--- src/rtl/rgb_fade_sequencer.sv ---
// Sequencer for a three-channel LED PWM block. It steps the duty values toward a target
// or around the hue wheel at a programmable tick rate.
module rgb_fade_sequencer #(
    parameter int unsigned PRESCALE_W       = 16,
    parameter int unsigned DEFAULT_PRESCALE = 128
) (
    input  logic                  clk,
    input  logic                  resetn,
    input  logic                  cfg_valid,
    output logic                  cfg_ready,
    input  logic [1:0]            cfg_mode,
    input  logic [23:0]           cfg_color,
    input  logic [PRESCALE_W-1:0] cfg_prescale,
    output logic [7:0]            duty0,
    output logic [7:0]            duty1,
    output logic [7:0]            duty2,
    output logic                  duty_load,
    output logic                  busy
);

    typedef enum logic [1:0] {StIdle, StFade, StCycle, StHold} state_e;
    typedef enum logic [1:0] {Phase0, Phase1, Phase2} phase_e;

    localparam logic [1:0] ModeOff   = 2'd0;
    localparam logic [1:0] ModeSolid = 2'd1;
    localparam logic [1:0] ModeCycle = 2'd2;
    localparam logic [1:0] ModeHold  = 2'd3;

    localparam logic [PRESCALE_W-1:0] PsZero = '0;
    localparam logic [PRESCALE_W-1:0] PsOne  = PsZero + 1'b1;
    localparam logic [PRESCALE_W-1:0] PsRst  = PRESCALE_W'(DEFAULT_PRESCALE);

    // Index 0 is red, 1 green, 2 blue.
    localparam logic [2:0][7:0] Red = {8'd0, 8'd0, 8'd255};

    state_e                state_q, state_d;
    phase_e                phase_q, phase_d;
    logic [PRESCALE_W-1:0] prescale_q, prescale_d;
    logic [PRESCALE_W-1:0] cnt_q, cnt_d;
    logic                  pending_q, pending_d;
    logic [2:0][7:0]       tgt_q, tgt_d;
    logic [2:0][7:0]       duty_q, duty_d;
    logic                  load_q, load_d;
    logic                  busy_q;

    logic            accept;
    logic            running;
    logic            tick;
    logic [2:0][7:0] cmd_tgt;
    logic [2:0][7:0] fade_step;

    assign cfg_ready = (state_q != StFade);
    assign accept    = cfg_valid && cfg_ready;
    assign running   = (state_q == StFade) || (state_q == StCycle);
    assign tick      = running && (cnt_q == prescale_q - PsOne);

    always_comb begin
        cmd_tgt = '0;
        if (cfg_mode == ModeSolid) begin
            cmd_tgt[0] = cfg_color[23:16];
            cmd_tgt[1] = cfg_color[15:8];
            cmd_tgt[2] = cfg_color[7:0];
        end
    end

    always_comb begin
        fade_step = duty_q;
        for (int i = 0; i < 3; i++) begin
            if (duty_q[i] < tgt_q[i]) begin
                fade_step[i] = duty_q[i] + 8'd1;
            end else if (duty_q[i] > tgt_q[i]) begin
                fade_step[i] = duty_q[i] - 8'd1;
            end
        end
    end

    always_comb begin
        state_d    = state_q;
        phase_d    = phase_q;
        prescale_d = prescale_q;
        cnt_d      = cnt_q;
        pending_d  = pending_q;
        tgt_d      = tgt_q;
        duty_d     = duty_q;
        load_d     = 1'b0;

        if (running) begin
            cnt_d = tick ? PsZero : cnt_q + PsOne;
        end

        if (accept) begin
            // A new command preempts any cycle step due on this edge.
            prescale_d = (cfg_prescale == PsZero) ? PsOne : cfg_prescale;
            cnt_d      = PsZero;
            unique case (cfg_mode)
                ModeOff, ModeSolid: begin
                    tgt_d     = cmd_tgt;
                    pending_d = 1'b0;
                    state_d   = (duty_q == cmd_tgt) ? StIdle : StFade;
                end
                ModeCycle: begin
                    if (duty_q == Red) begin
                        state_d   = StCycle;
                        phase_d   = Phase0;
                        pending_d = 1'b0;
                    end else begin
                        tgt_d     = Red;
                        pending_d = 1'b1;
                        state_d   = StFade;
                    end
                end
                ModeHold: begin
                    state_d = StHold;
                end
                default: state_d = state_q;
            endcase
        end else if (tick) begin
            load_d = 1'b1;
            if (state_q == StFade) begin
                duty_d = fade_step;
                if (fade_step == tgt_q) begin
                    state_d   = pending_q ? StCycle : StIdle;
                    phase_d   = Phase0;
                    pending_d = 1'b0;
                end
            end else begin
                // Hue wheel: one channel drains into the next, sum stays at 255.
                unique case (phase_q)
                    Phase0: begin
                        duty_d[0] = duty_q[0] - 8'd1;
                        duty_d[1] = duty_q[1] + 8'd1;
                        if (duty_q[0] == 8'd1) phase_d = Phase1;
                    end
                    Phase1: begin
                        duty_d[1] = duty_q[1] - 8'd1;
                        duty_d[2] = duty_q[2] + 8'd1;
                        if (duty_q[1] == 8'd1) phase_d = Phase2;
                    end
                    Phase2: begin
                        duty_d[2] = duty_q[2] - 8'd1;
                        duty_d[0] = duty_q[0] + 8'd1;
                        if (duty_q[2] == 8'd1) phase_d = Phase0;
                    end
                    default: phase_d = Phase0;
                endcase
            end
        end
    end

    always_ff @(posedge clk or negedge resetn) begin
        if (!resetn) begin
            state_q    <= StIdle;
            phase_q    <= Phase0;
            prescale_q <= PsRst;
            cnt_q      <= PsZero;
            pending_q  <= 1'b0;
            tgt_q      <= '0;
            duty_q     <= '0;
            load_q     <= 1'b0;
            busy_q     <= 1'b0;
        end else begin
            state_q    <= state_d;
            phase_q    <= phase_d;
            prescale_q <= prescale_d;
            cnt_q      <= cnt_d;
            pending_q  <= pending_d;
            tgt_q      <= tgt_d;
            duty_q     <= duty_d;
            load_q     <= load_d;
            busy_q     <= (state_d == StFade) || (state_d == StCycle);
        end
    end

    assign duty0     = duty_q[0];
    assign duty1     = duty_q[1];
    assign duty2     = duty_q[2];
    assign duty_load = load_q;
    assign busy      = busy_q;

endmodule

--- config.mk ---
export PLATFORM = sky130hd
export DESIGN_NAME = rgb_fade_sequencer
export DESIGN_NICKNAME = d
export VERILOG_FILES = /design/src/rtl/rgb_fade_sequencer.sv
export SDC_FILE = /design/constraint.sdc
export NUM_CORES = 1
export LEC_CHECK = 0
export BUFFER_PORTS_ARGS = -buffer_cell sky130_fd_sc_hd__buf_2
export CAP_MARGIN = 0
export CORE_MARGIN = 2
export CORE_UTILIZATION = 39
export DETAILED_ROUTE_END_ITERATION = 10
export MAX_ROUTING_LAYER = met4
export PLACE_DENSITY = 0.57
export SYNTH_ARGS = -nofsm -noshare
export SYNTH_HDL_FRONTEND = slang
export SYNTH_SLANG_ARGS = --single-unit
--- constraint.sdc ---
create_clock -name clk -period 3.2 [get_ports clk]
set_clock_uncertainty 0.15 [all_clocks]
set_input_delay 0.16 -clock clk [delete_from_list [all_inputs] [get_ports clk]]
set_output_delay 0.16 -clock clk [all_outputs]
set_load 0.02 [all_outputs]
==> results.txt <==
- Status: complete, but fails checks
- The final reports fail on setup timing.
* Post-synth top area share: 0.292
* Maximum clock rate: slightly below 0.3 GHz
- Worst setup SP type: flop
- Total overflow reported by the global router: 0
- Maximum number of pins on one net before global-route repair: between 70 and 80
- Dominant cell type by count on the critical path: sky130_fd_sc_hd__buf_4
- Top flip-flop cell by instance count after synthesis: sky130_fd_sc_hd__dfrtp_1
* Number of antenna violations at the first check in global routing: 0
- At the worst endpoint, the required time is around 3300 ps.
* IO Pins: 72
- Placed cells: 1,340
* Top library cells by usage in the layout, fill and taps aside: sky130_fd_sc_hd__buf_4 (181), sky130_fd_sc_hd__nand2_1 (134), sky130_fd_sc_hd__dfrtp_1 (78)
- Sink Count: 87
- The share of total power dissipated in sequential elements is 0.226.
- Total setup violations reported at the end of the flow: 6
- In this run, synthesis produced a sequential element count of slightly below 90.
- Setup slack on the critical path of the routed design comes to -267 ps.
- The first detailed-routing pass took 5 iterations.
* Register cell area after layout: approximately 0.0022 mm²
* Sw Share: 0.436
- In this run the worst path has a maximum fanout of 4.
- Avg WL per Cell: about 18 µm
- Fraction of layout cells with a size suffix above 1: 0.332
- Number of buffer cells added on primary ports: just over 70
* Leading cell types by total area after synthesis: sky130_fd_sc_hd__dfrtp_1 (29%), sky130_fd_sc_hd__nand2_1 (6.9%), sky130_fd_sc_hd__xnor2_1 (6.8%)
* Count of cell types in the netlist: between 80 and 90
- Dividing total power by cell area gives a power density of 669 mW/mm².
* Worst slew margin relative to its limit: 0.322
- Number of global-route vias before repair: about 7,500
- In the global route stage, overall resource usage came out at 0.268.
- FFs w/ async S/R, synth: 1.00
- At the end of the flow, the number of nets in the layout was roughly 1,200.
- Mapped Avg Cell Area: approximately 8.1 µm²
* CTS Buffer Depth: 2
- Multi-input gate area: around 0.0053 mm²
* Critical path start-end classification: reg -> reg
- Worst hold slack after final layout: between 0.5 and 0.6 ps
- Excluding fillers, the count of instances in the completed layout stands at ~1,400.
* CP arrival: 3570 ps
* Max-cap check violation count: 0
* Slowest stage cell on the critical path: sky130_fd_sc_hd__dfrtp_2
- Clock transition at path regs: ~80 ps
- Period utilization: 1.08
* Yosys Warn Count: 0
- The number of nets handed over by synthesis was roughly 1,000.
- Traced cell by cell, the critical path runs through buf_4, ha_1, and3_1, buf_4, and3_1, a22oi_2, buf_4, xnor2_1, o211ai_1, nor3_2, nand2_2, a221o_1, mux2_4.
- Core footprint: around 0.019 mm²
- For this run, design rule violations remaining after detail routing come to 0.
* Die ar.: between 0.02 and 0.025 mm²
* FILL cells: around 1,800
- Of the total power, combinational logic draws 0.616.
- Internal power comes to about 3.9 mW.
- Insertion delay of the later-clocked pin in the worst-skew pair: between 300 and 400 ps
- Setup repair after global routing could not meet its margin everywhere.
* Diode insertion count for antenna repair: 0
- The path class of the tightest hold or removal check is in -> reg.
- H-tree depth: 3
- Number of nets with antenna violations after detailed routing: 0
- Cell type with the largest total area after synthesis: sky130_fd_sc_hd__dfrtp_1
* Static Leakage: about 4.8 nW
* Post-detail-place hpwl: approximately 19,000 µm
- Transition time at the pin with the least slew margin: between 1000 and 1500 ps
- Relative to the synthesized area, the layout overhead comes to 40.8%.
* Routed wire length: 25,500 µm
- The routed layout has approximately 7,800 vias.
- Clock buffer count from CTS: 9
- The routed design could run at a clock period as short as around 3500 ps.
* Net switching power figure: 3.03 mW
- Number of flops mapped to enable cells by yosys: 0
* Average vias per placed instance: about 5.6
* 1st-iter DRT viols: 675
* Critical path capture point type: flop
- Cell area after technology mapping: 0.00738 mm²
- TritonCTS clock tree: yes
- The design draws a little under 7 mW.
- The final count of hold timing violations is 0.
- Measured along the y axis, the die boundary spans ~140 µm.
- The library cell used most frequently in the layout, excluding fill and tap cells, is sky130_fd_sc_hd__buf_4.
* Worst slack at placement: -436 ps
- Relative contribution of the clock network to total power: 0.157
- The largest single stage delay on the critical path is ~430 ps.
* IR drop worst, VDD: around 0.00038 V
* First-pass GRT wire length: around 41,000 µm
- Buffer type at the clock tree root: sky130_fd_sc_hd__clkbuf_16
* Weighted congestion reported at the end of routability-driven placement: slightly below 1
- Synthesis produced a netlist whose cell count is roughly 900.
- Std cell rows: 50
- Sequential area share after synthesis: 0.295
- Width of the chip: ~140 µm
- Max Slew Vio Count: 0
* Starting density of the core: 0.396
==> cell type report <==
| class | count | share of cell area |
|---|---|---|
| timing repair buffer | 295 | 0.211 |
| clock buffer | 9 | 0.0217 |
| multi-input combinational | 730 | 0.506 |
| inverter | 43 | 0.0158 |
| sequential | 87 | 0.211 |
| clock inverter | 7 | 0.00698 |
| tap | 234 | 0.0282 |
==> critical path, delay by kind of cell, from the launching register on <==
family	cells	cell delay, ps
AOI/OAI and AO/OA	3	840
xor gates and xnor gates	1	160
adders and majority gates	1	200
muxes	1	300
DFF	1	430
and+or+nand+nor	4	790
buffers and inverters	3	480
==> cells in the mapped netlist, types with 12 or more instances <==
| cell type | instances |
|---|---|
| sky130_fd_sc_hd__nor2_1 | 70 |
| sky130_fd_sc_hd__inv_1 | 43 |
| sky130_fd_sc_hd__ha_1 | 38 |
| sky130_fd_sc_hd__a31oi_1 | 20 |
| sky130_fd_sc_hd__nand4_1 | 14 |
| sky130_fd_sc_hd__clkbuf_1 | 37 |
| sky130_fd_sc_hd__and3_1 | 18 |
| sky130_fd_sc_hd__nand2_1 | 136 |
| sky130_fd_sc_hd__a21oi_1 | 47 |
| sky130_fd_sc_hd__xnor2_1 | 57 |
| sky130_fd_sc_hd__a211oi_1 | 12 |
| sky130_fd_sc_hd__nand3_1 | 38 |
| sky130_fd_sc_hd__nor3_1 | 12 |
| sky130_fd_sc_hd__o21ai_0 | 43 |
| sky130_fd_sc_hd__xor2_1 | 43 |
| sky130_fd_sc_hd__dfrtp_1 | 86 |
==> flip-flops by register name (all words and copies together) (netlist names) <==
signal	cells
busy	1
cnt_q	16
duty0	8
duty1	8
duty2	8
duty_load	1
pending_q	1
phase_q	2
prescale_q	16
state_q	2
tgt_q	24
==> cells by family after synthesis <==
family	Yosys count	synth area share
AND/OR/NAND/NOR	366	0.248
flip-flops	87	0.295
AO/OA/AOI/OAI	210	0.197
multiplexers	16	0.0242
buffers and inverters	95	0.0524
adder cells (fa/ha/maj)	38	0.0644
XOR/XNOR	100	0.119
==> path summary, 6_finish.rpt <==
path                                             from                          to  slack, ps  depth (start not counted)
worst max-delay path             duty0[1]$_DFFE_PN0P_      phase_q[1]$_DFFE_PN0P_       -270                         13
worst min-delay path                    cfg_color[14]       tgt_q[14]$_DFFE_PN0P_        0.5                          3
worst max register to register   duty0[1]$_DFFE_PN0P_      phase_q[1]$_DFFE_PN0P_       -270                         13
worst min register to register  tgt_q[22]$_DFFE_PN0P_       tgt_q[22]$_DFFE_PN0P_        350                          2
max in group asynchronous                      resetn  prescale_q[11]$_DFFE_PN0P_       1790                          3
min in group asynchronous                      resetn       tgt_q[18]$_DFFE_PN0P_        360                          2
==> per-layer routing <==
| metal | track usage | vias to the layer above | wire length, µm |
|---|---|---|---|
| li1 | - | 3766 | - |
| met1 | 0.376 | 3752 | 11800 |
| met2 | 0.404 | 261 | 11600 |
| met3 | 0.0381 | 51 | 1560 |
| met4 | 0.0774 | 0 | 624 |
| met5 | - | - | 0 |
==> through the flow <==
step | TNS [ps] | utilization | instance area, µm²
2_1_floorplan | -173 | - | 7480
5_1_grt | -2050 | 0.557 | 10400
4_1_cts | -581 | 0.539 | 10100
3_3_place_gp | -1630 | 0.494 | 9200
6_report | -892 | 0.557 | 10400
3_5_place_dp | -2550 | 0.494 | 9200
==> repair_timing <==
| action | in CTS | in global routing |
|---|---|---|
| resized for setup | 44 | 50 |
| buffers inserted | 9 | 10 |
| hold buffers | 31 | 0 |
| pin swaps | 37 | 39 |
| hold endpoints to repair | 101 | 0 |
| endpoints found under the setup margin | 23 | 42 |
==> power groups by stage <==
stage / Sequential [mW] / Combinational [mW] / Clock, mW
after floorplan: 1.60 / 2.16 / 0
after global placement: 1.58 / 3.66 / 0
after detailed placement: 1.58 / 3.69 / 0
after CTS: 1.57 / 3.92 / 1.11
after global routing: 1.61 / 4.65 / 1.16
final: 1.57 / 4.28 / 1.09
(Power assumes the default switching activity.)
